<file path="config.mk">
export PLATFORM = sky130hd
export DESIGN_NAME = sha256_block_padder
export DESIGN_NICKNAME = d
export VERILOG_FILES = /design/src/rtl/sha256_block_padder.sv
export SDC_FILE = /design/constraint.sdc
export NUM_CORES = 2
export LEC_CHECK = 0
export CAP_MARGIN = 40
export CORE_MARGIN = 4
export CORE_UTILIZATION = 43
export DETAILED_ROUTE_END_ITERATION = 6
export GPL_ROUTABILITY_DRIVEN = 0
export PLACE_DENSITY = 0.76
export SYNTH_ARGS = -nofsm -noshare
export SYNTH_HDL_FRONTEND = slang
export SYNTH_SLANG_ARGS = --single-unit
</file>
<file path="constraint.sdc">
create_clock -name clk -period 3.6 [get_ports clk]
set_clock_uncertainty 0.1 [all_clocks]
set_input_delay 0.36 -clock clk [delete_from_list [all_inputs] [get_ports clk]]
set_output_delay 0.36 -clock clk [all_outputs]
set_load 0.02 [all_outputs]
</file>
<file path="src/rtl/sha256_block_padder.sv">
// sha256_block_padder: reads a fixed-length message from a synchronous-read
// word memory, applies SHA-256 padding and hands complete 512-bit blocks to
// the compression core over a valid/ready handshake.
//
// Optional build macro: SHA256_PAD_BYTESWAP_EN
//   defined   -> every word read from memory is byte-reversed before it is
//                stored (little-endian message images); pad/length words are
//                never swapped.
//   undefined -> memory words pass through unchanged.
module sha256_block_padder #(
    parameter int unsigned NUM_OF_WORDS = 20,
    parameter int unsigned ADDR_W       = 16
) (
    input  logic              clk,
    input  logic              reset,
    input  logic              start,
    input  logic [ADDR_W-1:0] message_addr,
    output logic              mem_clk,
    output logic              mem_we,
    output logic [ADDR_W-1:0] mem_addr,
    input  logic [31:0]       mem_read_data,
    output logic              blk_valid,
    input  logic              blk_ready,
    output logic [511:0]      blk_data,
    output logic              blk_last,
    output logic [7:0]        blk_index,
    output logic              busy,
    output logic              done
);

    // Block count, global word index width and the fixed pad/length slots.
    localparam int unsigned NB       = (NUM_OF_WORDS + 18) / 16;
    localparam int unsigned G_W      = 12;
    localparam int unsigned GE_W     = G_W + 1;
    localparam int unsigned CNT_W    = 5;
    localparam logic [GE_W-1:0] MSG_LEN  = GE_W'(NUM_OF_WORDS);
    localparam logic [G_W-1:0]  PAD_SLOT = G_W'(NUM_OF_WORDS);
    localparam logic [G_W-1:0]  LEN_SLOT = G_W'(16 * NB - 1);
    localparam logic [31:0]     LEN_LO   = 32'(NUM_OF_WORDS * 32);
    localparam logic [31:0]     PAD_WORD = 32'h8000_0000;
    localparam logic [7:0]      LAST_BLK = 8'(NB - 1);
    localparam logic            FIRST_IS_MEM = (NUM_OF_WORDS != 0);

    typedef enum logic [1:0] {
        IDLE  = 2'd0,
        LOAD  = 2'd1,
        OFFER = 2'd2,
        FIN   = 2'd3
    } state_t;

    state_t              state;
    state_t              state_next;
    logic [ADDR_W-1:0]   msg_addr;
    logic [CNT_W-1:0]    cnt;
    logic                rd_pend;

    logic [G_W-1:0]      g_cur;
    logic [G_W-1:0]      g_nxt;
    logic [G_W-1:0]      g_blk0;
    logic                cur_is_mem;
    logic                nxt_issue;
    logic                blk0_issue;
    logic [3:0]          cur_slot;
    logic [3:0]          prev_slot;

    assign mem_clk = clk;
    assign mem_we  = 1'b0;

    // True when global word index g refers to a message word in memory.
    function automatic logic is_msg(input logic [G_W-1:0] g);
        return (GE_W'(g) + GE_W'(1)) <= MSG_LEN;
    endfunction

    // Content of a non-memory slot: pad marker, length low word or zero.
    function automatic logic [31:0] pad_word(input logic [G_W-1:0] g);
        logic [31:0] w;
        w = 32'h0;
        if (g == PAD_SLOT) begin
            w = PAD_WORD;
        end else if (g == LEN_SLOT) begin
            w = LEN_LO;
        end
        return w;
    endfunction

`ifdef SHA256_PAD_BYTESWAP_EN
    // Little-endian images: reverse byte order of each memory word.
    function automatic logic [31:0] mem_word(input logic [31:0] w);
        return {w[7:0], w[15:8], w[23:16], w[31:24]};
    endfunction
`else
    // Big-endian images: memory words are used as-is.
    function automatic logic [31:0] mem_word(input logic [31:0] w);
        return w;
    endfunction
`endif

    // State register.
    always_ff @(posedge clk) begin
        if (reset) begin
            state <= IDLE;
        end else begin
            state <= state_next;
        end
    end

    // Next state plus slot/address decode for the current load cycle.
    always_comb begin
        state_next = state;
        cur_slot   = cnt[3:0];
        prev_slot  = 4'(cnt - CNT_W'(1));
        g_cur      = {blk_index, cnt[3:0]};
        g_nxt      = {blk_index, 4'(cnt[3:0] + 4'd1)};
        g_blk0     = {8'(blk_index + 8'd1), 4'd0};
        cur_is_mem = (cnt < CNT_W'(16)) && is_msg(g_cur);
        nxt_issue  = (cnt < CNT_W'(15)) && is_msg(g_nxt);
        blk0_issue = is_msg(g_blk0);

        case (state)
            IDLE: begin
                if (start) begin
                    state_next = LOAD;
                end
            end
            LOAD: begin
                if (cnt == CNT_W'(16)) begin
                    state_next = OFFER;
                end
            end
            OFFER: begin
                if (blk_ready) begin
                    state_next = blk_last ? FIN : LOAD;
                end
            end
            FIN: begin
                state_next = IDLE;
            end
            default: begin
                state_next = IDLE;
            end
        endcase
    end

    // Registered datapath: address issue, slot fill, handshake and status flags.
    always_ff @(posedge clk) begin
        if (reset) begin
            blk_valid <= 1'b0;
            blk_last  <= 1'b0;
            blk_index <= 8'd0;
            blk_data  <= 512'd0;
            busy      <= 1'b0;
            done      <= 1'b0;
            mem_addr  <= '0;
            msg_addr  <= '0;
            cnt       <= '0;
            rd_pend   <= 1'b0;
        end else begin
            case (state)
                IDLE: begin
                    done <= 1'b0;
                    if (start) begin
                        msg_addr  <= message_addr;
                        blk_index <= 8'd0;
                        busy      <= 1'b1;
                        cnt       <= '0;
                        rd_pend   <= 1'b0;
                        if (FIRST_IS_MEM) begin
                            mem_addr <= message_addr;
                        end
                    end
                end
                LOAD: begin
                    // Data for the slot addressed last cycle arrives now.
                    if (rd_pend) begin
                        blk_data[32 * (15 - int'(prev_slot)) +: 32] <= mem_word(mem_read_data);
                    end
                    if (cnt == CNT_W'(16)) begin
                        blk_valid <= 1'b1;
                        blk_last  <= (blk_index == LAST_BLK);
                        rd_pend   <= 1'b0;
                    end else begin
                        rd_pend <= cur_is_mem;
                        if (!cur_is_mem) begin
                            blk_data[32 * (15 - int'(cur_slot)) +: 32] <= pad_word(g_cur);
                        end
                        // Address is presented one cycle ahead of its slot.
                        if (nxt_issue) begin
                            mem_addr <= msg_addr + ADDR_W'(g_nxt);
                        end
                        cnt <= cnt + CNT_W'(1);
                    end
                end
                OFFER: begin
                    if (blk_ready) begin
                        blk_valid <= 1'b0;
                        blk_last  <= 1'b0;
                        if (blk_last) begin
                            done <= 1'b1;
                            busy <= 1'b0;
                        end else begin
                            blk_index <= blk_index + 8'd1;
                            cnt       <= '0;
                            if (blk0_issue) begin
                                mem_addr <= msg_addr + ADDR_W'(g_blk0);
                            end
                        end
                    end
                end
                FIN: begin
                    done <= 1'b0;
                end
                default: begin
                    done <= 1'b0;
                end
            endcase
        end
    end

endmodule
</file>
==> results.yml <==
worst_setup_path:
  worst_path_largest_cell_delay_ns: 0.45
  setup.worst_path.start_class: "register"
  critical-path-top-cell-by-count: "buf_4"
  worst-endpoint-required_ns: 4.13
  critical_path.cell_chain: "and3_1 > ha_1 > inv_1 > o32ai_1 > a211o_1 > a2111oi_4 > buf_4 > nor4_1 > buf_4 > o31ai_4 > buf_4 > o2bb2ai_1"
  worst_ep_arrival_time_ns: 3.97
  crit_type: "register to register"
  worstPathMaxFanout: 31
  worst_path_dominant_cell_family: "compound AO/OA/AOI/OAI gates"
  crit_path_top_delay_cell: "dfxtp_1"
  worstPathBufferInverterCount: 4
  end_kind: "register"
sta:
  finalHoldViolCount: 0
  timing.final.crit_share: 0.956
  worstMarginPinSlew_ns: 0.974
  timing.max_slew.rel_slack: 0.348
  report.final.setup_viol: 0
  grt_setup_unrepaired: "false"
  finalCriticalPeriod_ns: 3.44
  final_max_slew_viol_count: 0
  max_freq_ghz: 0.291
  setup_tns_ns: 0
synthesis:
  ys_async_sr_fraction: 0
  post_synth_simple_gate_area: 0.0864
  mappedNetlistArea_mm2: 0.0209
  postSynthAreaPerCell_um2: 10.7
  synth_cells: 1964
  mappedNetlistNets: 2053
  synth_edf_count: 0
  synth-adder-area-share: 0.0228
  synth-warning-count: 0
  synthFlopType: "dfxtp_1"
  synth-seq-area-share: 0.540
  netlist-cell-type-count: 79
  muxShareOfSynthArea: 0.00293
  ys_seq_elements: 564
  synth_top_family_by_area: "compound AO/OA/AOI/OAI gates"
  synth-xor-area-share: 0.0133
  synth-compound-area-share: 0.290
placed_design:
  place.port_buffers: 592
  dp_hpwl_mm: 60.1
  placed_cells_incl_taps: 3086
  placement.cell_area_mm2: 0.0280
power:
  power-per-cell-area_mw_per_mm2: 515
  total_leakage_power_nw: 11.3
  max-vdd-ir-drop_uv: 519
  total_switching_power_mw: 4.54
  share_clk_of_total_power: 0.411
  sequentialPowerShare: 0.420
  intPower_mw: 11.0
  power.share.combinational: 0.169
  switching_share: 0.292
detailed_routing:
  detail_route.iter0.violations: 2111
  postRouteAntennaNets: 0
  detail_route.wirelength_mm: 85.6
  routed_wire_length_per_instance_um: 26.8
  drtPass1Iterations: 6
  vias: 19730
  drt-vias-per-instance: 6.17
  drc: 0
layout:
  number_of_antenna_cells_inserted: 0
  final_common_cell: "clkdlybuf4s50_1"
  synthToLayoutAreaGrowth_pct: 44.0
  stdcell_count: 3197
  drive_above_1_share: 0.0984
  fin_nets: 2623
  layout_common_cells: "clkdlybuf4s50_1 (591), dfxtp_1 (562), a22o_1 (370), nand2_1 (126), o2bb2ai_1 (95)"
  postLayoutCellArea_mm2: 0.0301
die:
  die_area_mm2: 0.0522
  start_util: 0.436
  std_cell_rows: 80
  ioPinCount: 594
  die_width_um: 229
  die_y_um: 229
  core-area_mm2: 0.0479
cts:
  clkLatencyLatePin_ns: 0.72
  worst_setup_hold_path_clk_slew_ns: 0.07
  cts_setup_buffers: 0
  clock_tree_from_tritoncts: "built"
global_routing:
  antenna_found_initial: 2
  maximum_number_of_pins_on_one_net_before_global_route_repair: 49
  vias_in_the_first_global_route: 19016
  global_route_total_usage_across_every_layer: 0.307
  grt_pass1_wl_mm: 126
  globalRouteOverflowTotal: 0
outcome:
  outcome: "finished clean"
flow_run:
  maxCapViolCount: 0
min_path:
  timing.hold.worst.class: "input pin to register"
[logic make-up after synthesis]
group | Yosys count
AO/OA/AOI/OAI | 734
XOR/XNOR | 31
adder cells (fa/ha/maj) | 37
buffers and inverters | 217
flip-flops | 564
multiplexers | 6
other | 1
AND/OR/NAND/NOR | 374
[metrics by stage]
step	power [mW]	setup slack [ns]	utilization	hold WS, ns
after global placement	9.14	0.183	0.578	0.343
after detailed placement	9.23	0.0298	0.584	0.346
final	15.5	0.159	0.628	0.135
after global routing	16.0	0.000590	0.628	0.142
after floorplan	8.15	0.270	-	0.354
after CTS	15.5	0.0707	0.627	0.102
[layout make-up]
class                           instances  area [um2]
Fill cell                            3715       17800
Sequential cell                       564       11300
Multi-Input combinational cell       1184        8890
Timing Repair Buffer                  700        7030
Clock buffer                           78        1660
Tap cell                              615         769
Clock inverter                         32         395
Inverter                               24        90.1
[layer usage]
metal	share of wire	GRT usage	wire (um)
met2	0.46	0.493	39000
met4	0.049	0.133	4220
met3	0.10	0.0857	8940
met1	0.39	0.389	33400
met5	0	0	0
[path summary, 6_finish.rpt]
path / end / slack (ns) / depth (start not counted) / from
setup / recovery: blk_data[323] / 0.16 / 12 / cnt[0]
hold / removal: msg_addr[5] / 0.13 / 3 / message_addr[5]
setup reg to reg: blk_data[323] / 0.16 / 12 / cnt[0]
hold reg to reg: blk_data[210] / 0.36 / 1 / blk_data[210]
[registers in the layout, indices dropped and copies added (netlist names)]
register	count
cnt	5
msg_addr	16
rd_pend	1
busy	1
blk_valid	1
done	1
blk_data	512
blk_index	8
state	2
mem_addr	16
blk_last	1
[Yosys cell counts, types with 18 or more instances]
library cell | instances | share of area
nor2_1 | 78 | 0.014
buf_2 | 58 | 0.014
dfxtp_1 | 564 | 0.54
a21oi_1 | 62 | 0.015
ha_1 | 35 | 0.021
o21ai_0 | 44 | 0.011
nor3_1 | 32 | 0.0077
nand3_1 | 22 | 0.0053
a32o_1 | 35 | 0.017
o2bb2ai_1 | 95 | 0.040
inv_1 | 22 | 0.0039
nor2b_1 | 18 | 0.0054
a22o_1 | 370 | 0.15
clkbuf_1 | 111 | 0.020
nand2_1 | 126 | 0.023
[repair_timing]
action / CTS / global route
gates cloned: 0 / 1
pin swaps: 1 / 1
resized for setup: 1 / 10
endpoints found under the hold margin: 8 / 0
endpoints found under the setup margin: 14 / 52
hold buffers: 1 / 0
[power by group through the flow]
stage / clock (mW) / combinational (mW) / sequential [mW]
2_1_floorplan: 0.0325 / 1.37 / 6.75
3_3_place_gp: 0.0373 / 2.46 / 6.65
3_5_place_dp: 0.0373 / 2.54 / 6.65
4_1_cts: 6.43 / 2.55 / 6.51
5_1_grt: 6.69 / 2.77 / 6.53
6_report: 6.38 / 2.62 / 6.52
[tightest hold or removal path, stage by stage]
cell and delay, ns:
clkdlybuf4s50_1 0.41, nand2_1 0.06, a21oi_1 0.05
Power figures use the tool's default switching activity.
